==> src/rtl/mac_seq_ctrl.sv <==
// mac_seq_ctrl: sequences operand pairs into the FP16 MAC datapath, counts
// dot-product elements, clears the accumulator at vector start, and captures
// the normalised result after the fixed datapath latency.
module mac_seq_ctrl #(
   parameter int unsigned VEC_LEN    = 9,
   parameter int unsigned PIPE_LAT   = 2,
   parameter logic [4:0]  Q_FRAC_RST = 5'd0
) (
   input  logic        clk,
   input  logic        rst,
   input  logic        cfg_we,
   input  logic [4:0]  cfg_len,
   input  logic [4:0]  cfg_q_frac,
   output logic        cfg_ignored,
   input  logic        in_valid,
   output logic        in_ready,
   input  logic [15:0] in_a,
   input  logic [15:0] in_b,
   output logic        mac_en,
   output logic        mac_clr,
   output logic [15:0] mac_a,
   output logic [15:0] mac_b,
   output logic [4:0]  q_frac,
   input  logic [15:0] norm_result,
   output logic        out_valid,
   input  logic        out_ready,
   output logic [15:0] out_data,
   output logic        busy
);

   localparam int unsigned DATA_W = 16;
   localparam int unsigned LEN_W  = 5;
   localparam int unsigned LAT_W  = $clog2(PIPE_LAT + 1);

   // A zero reset length behaves like a single-element vector.
   localparam logic [LEN_W-1:0] LEN_RST  = (VEC_LEN == 0) ? LEN_W'(1) : LEN_W'(VEC_LEN);
   localparam logic [LAT_W-1:0] LAT_INIT = LAT_W'(PIPE_LAT);

   typedef enum logic [1:0] {
      S_IDLE  = 2'd0,
      S_ACCUM = 2'd1,
      S_DRAIN = 2'd2,
      S_HOLD  = 2'd3
   } state_t;

   state_t              r_state;
   state_t              w_state_nxt;
   logic [LEN_W-1:0]    r_cnt,       w_cnt_nxt;
   logic [LAT_W-1:0]    r_lat_cnt,   w_lat_cnt_nxt;
   logic [LEN_W-1:0]    r_len,       w_len_nxt;
   logic [LEN_W-1:0]    r_q_frac,    w_q_frac_nxt;
   logic                r_mac_en,    w_mac_en_nxt;
   logic                r_mac_clr,   w_mac_clr_nxt;
   logic [DATA_W-1:0]   r_mac_a,     w_mac_a_nxt;
   logic [DATA_W-1:0]   r_mac_b,     w_mac_b_nxt;
   logic                r_out_valid, w_out_valid_nxt;
   logic [DATA_W-1:0]   r_out_data,  w_out_data_nxt;
   logic                r_cfg_ign,   w_cfg_ign_nxt;

   logic                w_in_ready;
   logic                w_accept;
   logic [LEN_W-1:0]    w_cfg_len_sat;
   logic [LEN_W-1:0]    w_len_eff;

   // Handshake and effective-length decode.
   always_comb begin
      w_in_ready    = ~rst & ((r_state == S_IDLE) | (r_state == S_ACCUM));
      w_accept      = in_valid & w_in_ready;
      w_cfg_len_sat = (cfg_len == '0) ? LEN_W'(1) : cfg_len;
      // A config write on the starting edge governs the vector it starts.
      w_len_eff     = cfg_we ? w_cfg_len_sat : r_len;
   end

   // Next-state and next-register values.
   always_comb begin
      w_state_nxt     = r_state;
      w_cnt_nxt       = r_cnt;
      w_lat_cnt_nxt   = r_lat_cnt;
      w_len_nxt       = r_len;
      w_q_frac_nxt    = r_q_frac;
      w_mac_en_nxt    = 1'b0;
      w_mac_clr_nxt   = 1'b0;
      w_mac_a_nxt     = r_mac_a;
      w_mac_b_nxt     = r_mac_b;
      w_out_valid_nxt = r_out_valid;
      w_out_data_nxt  = r_out_data;
      w_cfg_ign_nxt   = 1'b0;

      unique case (r_state)
         S_IDLE: begin
            if (cfg_we) begin
               w_len_nxt    = w_cfg_len_sat;
               w_q_frac_nxt = cfg_q_frac;
            end
            if (w_accept) begin
               w_mac_en_nxt  = 1'b1;
               w_mac_clr_nxt = 1'b1;
               w_mac_a_nxt   = in_a;
               w_mac_b_nxt   = in_b;
               if (w_len_eff <= LEN_W'(1)) begin
                  w_lat_cnt_nxt = LAT_INIT;
                  w_state_nxt   = S_DRAIN;
               end else begin
                  w_cnt_nxt   = LEN_W'(1);
                  w_state_nxt = S_ACCUM;
               end
            end
         end

         S_ACCUM: begin
            w_cfg_ign_nxt = cfg_we;
            if (w_accept) begin
               w_mac_en_nxt = 1'b1;
               w_mac_a_nxt  = in_a;
               w_mac_b_nxt  = in_b;
               w_cnt_nxt    = r_cnt + LEN_W'(1);
               if (r_cnt == (r_len - LEN_W'(1))) begin
                  w_lat_cnt_nxt = LAT_INIT;
                  w_state_nxt   = S_DRAIN;
               end
            end
         end

         S_DRAIN: begin
            w_cfg_ign_nxt = cfg_we;
            w_lat_cnt_nxt = r_lat_cnt - LAT_W'(1);
            if (r_lat_cnt == LAT_W'(1)) begin
               w_out_data_nxt  = norm_result;
               w_out_valid_nxt = 1'b1;
               w_state_nxt     = S_HOLD;
            end
         end

         S_HOLD: begin
            w_cfg_ign_nxt = cfg_we;
            if (r_out_valid & out_ready) begin
               w_out_valid_nxt = 1'b0;
               w_cnt_nxt       = '0;
               w_state_nxt     = S_IDLE;
            end
         end

         default: begin
            w_state_nxt = S_IDLE;
         end
      endcase
   end

   // State register.
   always_ff @(posedge clk) begin
      if (rst) begin
         r_state <= S_IDLE;
      end else begin
         r_state <= w_state_nxt;
      end
   end

   // Counters, configuration and datapath registers.
   always_ff @(posedge clk) begin
      if (rst) begin
         r_cnt       <= '0;
         r_lat_cnt   <= '0;
         r_len       <= LEN_RST;
         r_q_frac    <= Q_FRAC_RST;
         r_mac_en    <= 1'b0;
         r_mac_clr   <= 1'b0;
         r_mac_a     <= '0;
         r_mac_b     <= '0;
         r_out_valid <= 1'b0;
         r_out_data  <= '0;
         r_cfg_ign   <= 1'b0;
      end else begin
         r_cnt       <= w_cnt_nxt;
         r_lat_cnt   <= w_lat_cnt_nxt;
         r_len       <= w_len_nxt;
         r_q_frac    <= w_q_frac_nxt;
         r_mac_en    <= w_mac_en_nxt;
         r_mac_clr   <= w_mac_clr_nxt;
         r_mac_a     <= w_mac_a_nxt;
         r_mac_b     <= w_mac_b_nxt;
         r_out_valid <= w_out_valid_nxt;
         r_out_data  <= w_out_data_nxt;
         r_cfg_ign   <= w_cfg_ign_nxt;
      end
   end

   assign in_ready    = w_in_ready;
   assign busy        = (r_state != S_IDLE);
   assign cfg_ignored = r_cfg_ign;
   assign mac_en      = r_mac_en;
   assign mac_clr     = r_mac_clr;
   assign mac_a       = r_mac_a;
   assign mac_b       = r_mac_b;
   assign q_frac      = r_q_frac;
   assign out_valid   = r_out_valid;
   assign out_data    = r_out_data;

endmodule

==> config.mk <==
export PLATFORM = sky130hd
export DESIGN_NAME = mac_seq_ctrl
export DESIGN_NICKNAME = d
export VERILOG_FILES = /design/src/rtl/mac_seq_ctrl.sv
export SDC_FILE = /design/constraint.sdc
export NUM_CORES = 1
export LEC_CHECK = 0
export ABC_CLOCK_PERIOD_IN_PS = 4100
export BUFFER_PORTS_ARGS = -buffer_cell sky130_fd_sc_hd__buf_2
export CORE_MARGIN = 4
export CORE_UTILIZATION = 51
export CTS_CLUSTER_SIZE = 28
export DETAILED_ROUTE_END_ITERATION = 6
export PLACE_DENSITY = 0.85
export SLEW_MARGIN = 25
export SYNTH_ARGS = -nofsm -noshare
export SYNTH_HDL_FRONTEND = slang
export SYNTH_SLANG_ARGS = --single-unit
export TNS_END_PERCENT = 1
==> constraint.sdc <==
create_clock -name clk -period 4.1 [get_ports clk]
set_input_delay 0.205 -clock clk [delete_from_list [all_inputs] [get_ports clk]]
set_output_delay 0.205 -clock clk [all_outputs]
set_load 0.05 [all_outputs]
==> results.txt <==
The run finished with clean final reports. The post-detailed-routing wire length is 6740 um. The buffer count from post-CTS setup fixing came out at 0.

The number of standard cells in the final layout excluding fillers came out at 550. The post-cts repair resize count is 0. The worst setup path is launched from a register. Buffers inserted to repair hold after CTS numbered 0. The first global-routing pass estimated 11400 um of wire. The post-place instance area came out at 3480 um2.

The count of nets left with antenna violations after detail routing came out at 0. The maximum vdd ir drop came out at roughly 0.00038 V. The count of port buffers added during placement is 121.

The share of post-route cells with drive strength above 1 is 29.5%. The critical path data required time came out at 4.35 ns. The routed wirelength normalized by instance count came out at between 10 and 15 um. For this run, asynchronously set or reset flops after synthesis account for 0%. By instance count, the cell type seen most on the critical path is sky130_fd_sc_hd__a21oi_1.

The register bit total from synthesis is 71. The fill cell total of the finished layout is 470. The number of global-route vias before repair is ~2600. The cell type group with the largest total delay on the critical path is simple AND/OR/NAND/NOR gates.

The die covers 6880 um2. The portion of the clock cycle consumed by the worst path in the final layout came out at 60.3%. TritonCTS created 9 clock buffers. Counting both buffers and inverters, the worst setup path holds a total of 1.

The simple-gate share of the synthesized area came out at roughly 22%. The compound-gate portion of the synthesized area is 16.6%. The number of nets at the end of the flow came out at 546.

The worst path needs 2.47 ns of the cycle, external delays included. The area of the core region came out at 5470 um2. The top cell types in the final layout, fill and taps aside, are sky130_fd_sc_hd__nand2_1 (123), sky130_fd_sc_hd__buf_2 (121), sky130_fd_sc_hd__dfxtp_1 (71), sky130_fd_sc_hd__o21ai_0 (39), sky130_fd_sc_hd__a21oi_1 (32). The relative area change from synthesis to final layout is 28.8%. The violation count after the first detailed-routing iteration is ~160. The clock latency on the worst-skew pair is 0.33 ns. The area of the mapped netlist is roughly 2900 um2. For this design the top-level I/O count stands at between 100 and 150. Leaving out fill and tap cells, the most frequent cell in the layout is sky130_fd_sc_hd__nand2_1. Of the total synthesized cell area, the portion taken by full adders, half adders and majority gates is 3.50%. The final route contains 2723 vias.

The static leakage came out at 1.69 nW. The synthesized netlist cell count is ~360. For this design the ratio of total power to cell area is 599 nW/um2.

The final number of hold-violating endpoints is 0. TritonCTS built the clock tree. After clock tree synthesis, the clock-pin slew on the worst setup and hold paths is 0.07 ns. The post-detailed-placement half-perimeter wirelength came out at 4890 um. The die boundary height is ~83 um. The max-cap violation count came out at 0. The mean cell area of the mapped netlist came out at 7.86 um2. The final worst-path setup slack came out at between 1.5 and 2 ns. The effective utilization at floorplan came out at 52.3%. After synthesis, the largest family of logic cells by area is simple AND/OR/NAND/NOR gates.

The number of optimization iterations in the first detailed-route pass is 4. The fraction of synthesized cell area in xor and xnor cells is under 10%. On the critical path, the stage with the largest delay is an instance of sky130_fd_sc_hd__or4_1. The worst setup skew after layout came out at 0.00750 ns. For this run the aggregate overflow at the end of global routing stands at 0. The cell sitting at the root of the clock tree is a sky130_fd_sc_hd__clkbuf_8.

The number of antenna violations at the first check in global routing came out at 0. In this design, the stage delay of the slowest critical-path cell is 0.50 ns. The max-slew violation count is 0.

Counting flops with a built-in enable in the synthesized netlist gives 0. The row count is 27. The number of diodes is 0. The most used flip-flop cell after synthesis is sky130_fd_sc_hd__dfxtp_1. The net count of the mapped netlist came out at 435. The fraction of the yosys area taken by sequential cells came out at between 40% and 50%.

The maximum clock frequency is 405 MHz. The number of placed instances with taps included came out at 535. The number of vias per cell after detailed routing came out at between 4 and 5.

The number of H-tree levels is 3. The total negative slack for setup checks is 0 ns. The worst slew margin relative to its limit is 56.7%. The worst setup timing slack at the placement stage is 1.40 ns. CTS saw 71 sinks. The congestion estimate from routability-driven global placement came to 0.804.

The worst setup path is captured at a register. The setup-violating endpoint count in the final report came out at 0. After synthesis, the netlist uses 35 different library cells. The mux share of post-synthesis cell area is 1.49%. The deepest clock path buffer count is 2. The endpoint arrival time on the critical path is 2.72 ns.

Walking the worst path, the cells encountered are inv_1 -> ha_1 -> nor2_1 -> a21oi_1 -> a2111o_1 -> or4_1 -> a21oi_1. After routing the design area is 3690 um2. During synthesis, Yosys emitted a total of 0 warnings.

The largest fanout of any net on the critical path is 10. Global routing used 19.9% of the available tracks. The slew of the pin with the lowest slew margin is about 0.65 ns. The pin count of the biggest net entering global routing came out at 66. After detailed routing, the number of remaining DRC violations is 0.

Setup repair after global routing left no endpoint under its margin. The width of the die came out at ~83 um. In this run the worst hold path is classified as primary input to register.

The worst setup path is of the register to register kind.
## path summary, 6_finish.rpt
check             depth (start not counted)  slack [ns]                      to               startpoint
hold / removal                            3        0.06   mac_a[8]$_SDFFE_PP0P_                  in_a[8]
setup reg to reg                          7        1.63   r_cnt[3]$_SDFFE_PP0P_  r_state[0]$_SDFFE_PP0P_
hold reg to reg                           2        0.45  mac_b[14]$_SDFFE_PP0P_   mac_b[14]$_SDFFE_PP0P_
setup / recovery                          7        1.63   r_cnt[3]$_SDFFE_PP0P_  r_state[0]$_SDFFE_PP0P_
## worst register-to-register path: cells and delay by family, from the launching register on
family / cells / cell delay [ns]
AOI/OAI and AO/OA: 3 / 0.79
adders and majority gates: 1 / 0.31
buffers and inverters: 1 / 0.10
DFF: 1 / 0.40
and+or+nand+nor: 2 / 0.80
## synth_stat cells, types with 2 or more instances
cell type	instances	area, um2
sky130_fd_sc_hd__mux2_2	2	22.5
sky130_fd_sc_hd__a21oi_1	32	160
sky130_fd_sc_hd__and2_1	4	25.0
sky130_fd_sc_hd__nand3_1	5	25.0
sky130_fd_sc_hd__mux2i_1	2	20.0
sky130_fd_sc_hd__nor2_1	15	56.3
sky130_fd_sc_hd__o21ai_0	39	195
sky130_fd_sc_hd__nand2_1	123	462
sky130_fd_sc_hd__dfxtp_1	71	1420
sky130_fd_sc_hd__nor2b_1	2	12.5
sky130_fd_sc_hd__nor3_1	2	10.0
sky130_fd_sc_hd__xnor2_1	4	35.0
sky130_fd_sc_hd__or4_1	4	30.0
sky130_fd_sc_hd__o21a_1	2	15.0
sky130_fd_sc_hd__ha_1	8	100
sky130_fd_sc_hd__xor2_1	2	17.5
sky130_fd_sc_hd__clkbuf_1	21	78.8
sky130_fd_sc_hd__inv_1	9	33.8
## sequential cells by signal, indices dropped and copies added, names as in the netlist, 2 cells and up
signal	flops
mac_a	16
mac_b	16
out_data	16
q_frac	5
r_cnt	5
r_len	5
r_lat_cnt	2
r_state	2
## per-stage QoR
step | hold WS (ns) | total power [mW] | util, %
after floorplan | 0.314 | 1.50 | -
after global placement | 0.397 | 1.67 | 63.5
after detailed placement | 0.404 | 1.69 | 63.5
after CTS | 0.0474 | 2.21 | 66.9
after global routing | 0.0463 | 2.34 | 67.4
final | 0.0588 | 2.21 | 67.4
## final cells by class
class                           instances  area, um2  share of cell area (%)
Clock buffer                           10        138                    3.73
Tap cell                               72       90.1                    2.44
Inverter                               10       37.5                    1.02
Sequential cell                        71       1420                    38.5
Multi-Input combinational cell        261       1320                    35.8
Timing Repair Buffer                  122        633                    17.2
Clock inverter                          4       47.5                    1.29
## power breakdown
| group | leakage [nW] | switching [mW] | internal (mW) | total [mW] |
|---|---|---|---|---|
| clock | 0.0940 | 0.240 | 0.289 | 0.528 |
| sequential | 0.581 | 0.0678 | 0.797 | 0.865 |
| combinational | 1.01 | 0.587 | 0.230 | 0.817 |
| total | 1.69 | 0.894 | 1.32 | 2.21 |
## metal layers
layer	vias to the layer above	share of wire, %	track usage (%)
li1	1416	-	-
met1	1215	42	23.9
met2	81	49	32.7
met3	11	7.0	7.14
met4	0	1.6	7.58
met5	-	0	0
## cells by family (layout without fill, tap and decap cells)
| logic type | after synthesis | after routing |
|---|---|---|
| buffers and inverters | 32 | 146 |
| multiplexers | 4 | 4 |
| adder cells (fa/ha/maj) | 8 | 8 |
| flip-flops | 71 | 71 |
| XOR/XNOR | 6 | 6 |
| AO/OA/AOI/OAI | 85 | 85 |
| AND/OR/NAND/NOR | 158 | 158 |
Note: power is estimated with default switching activity, not from simulation.
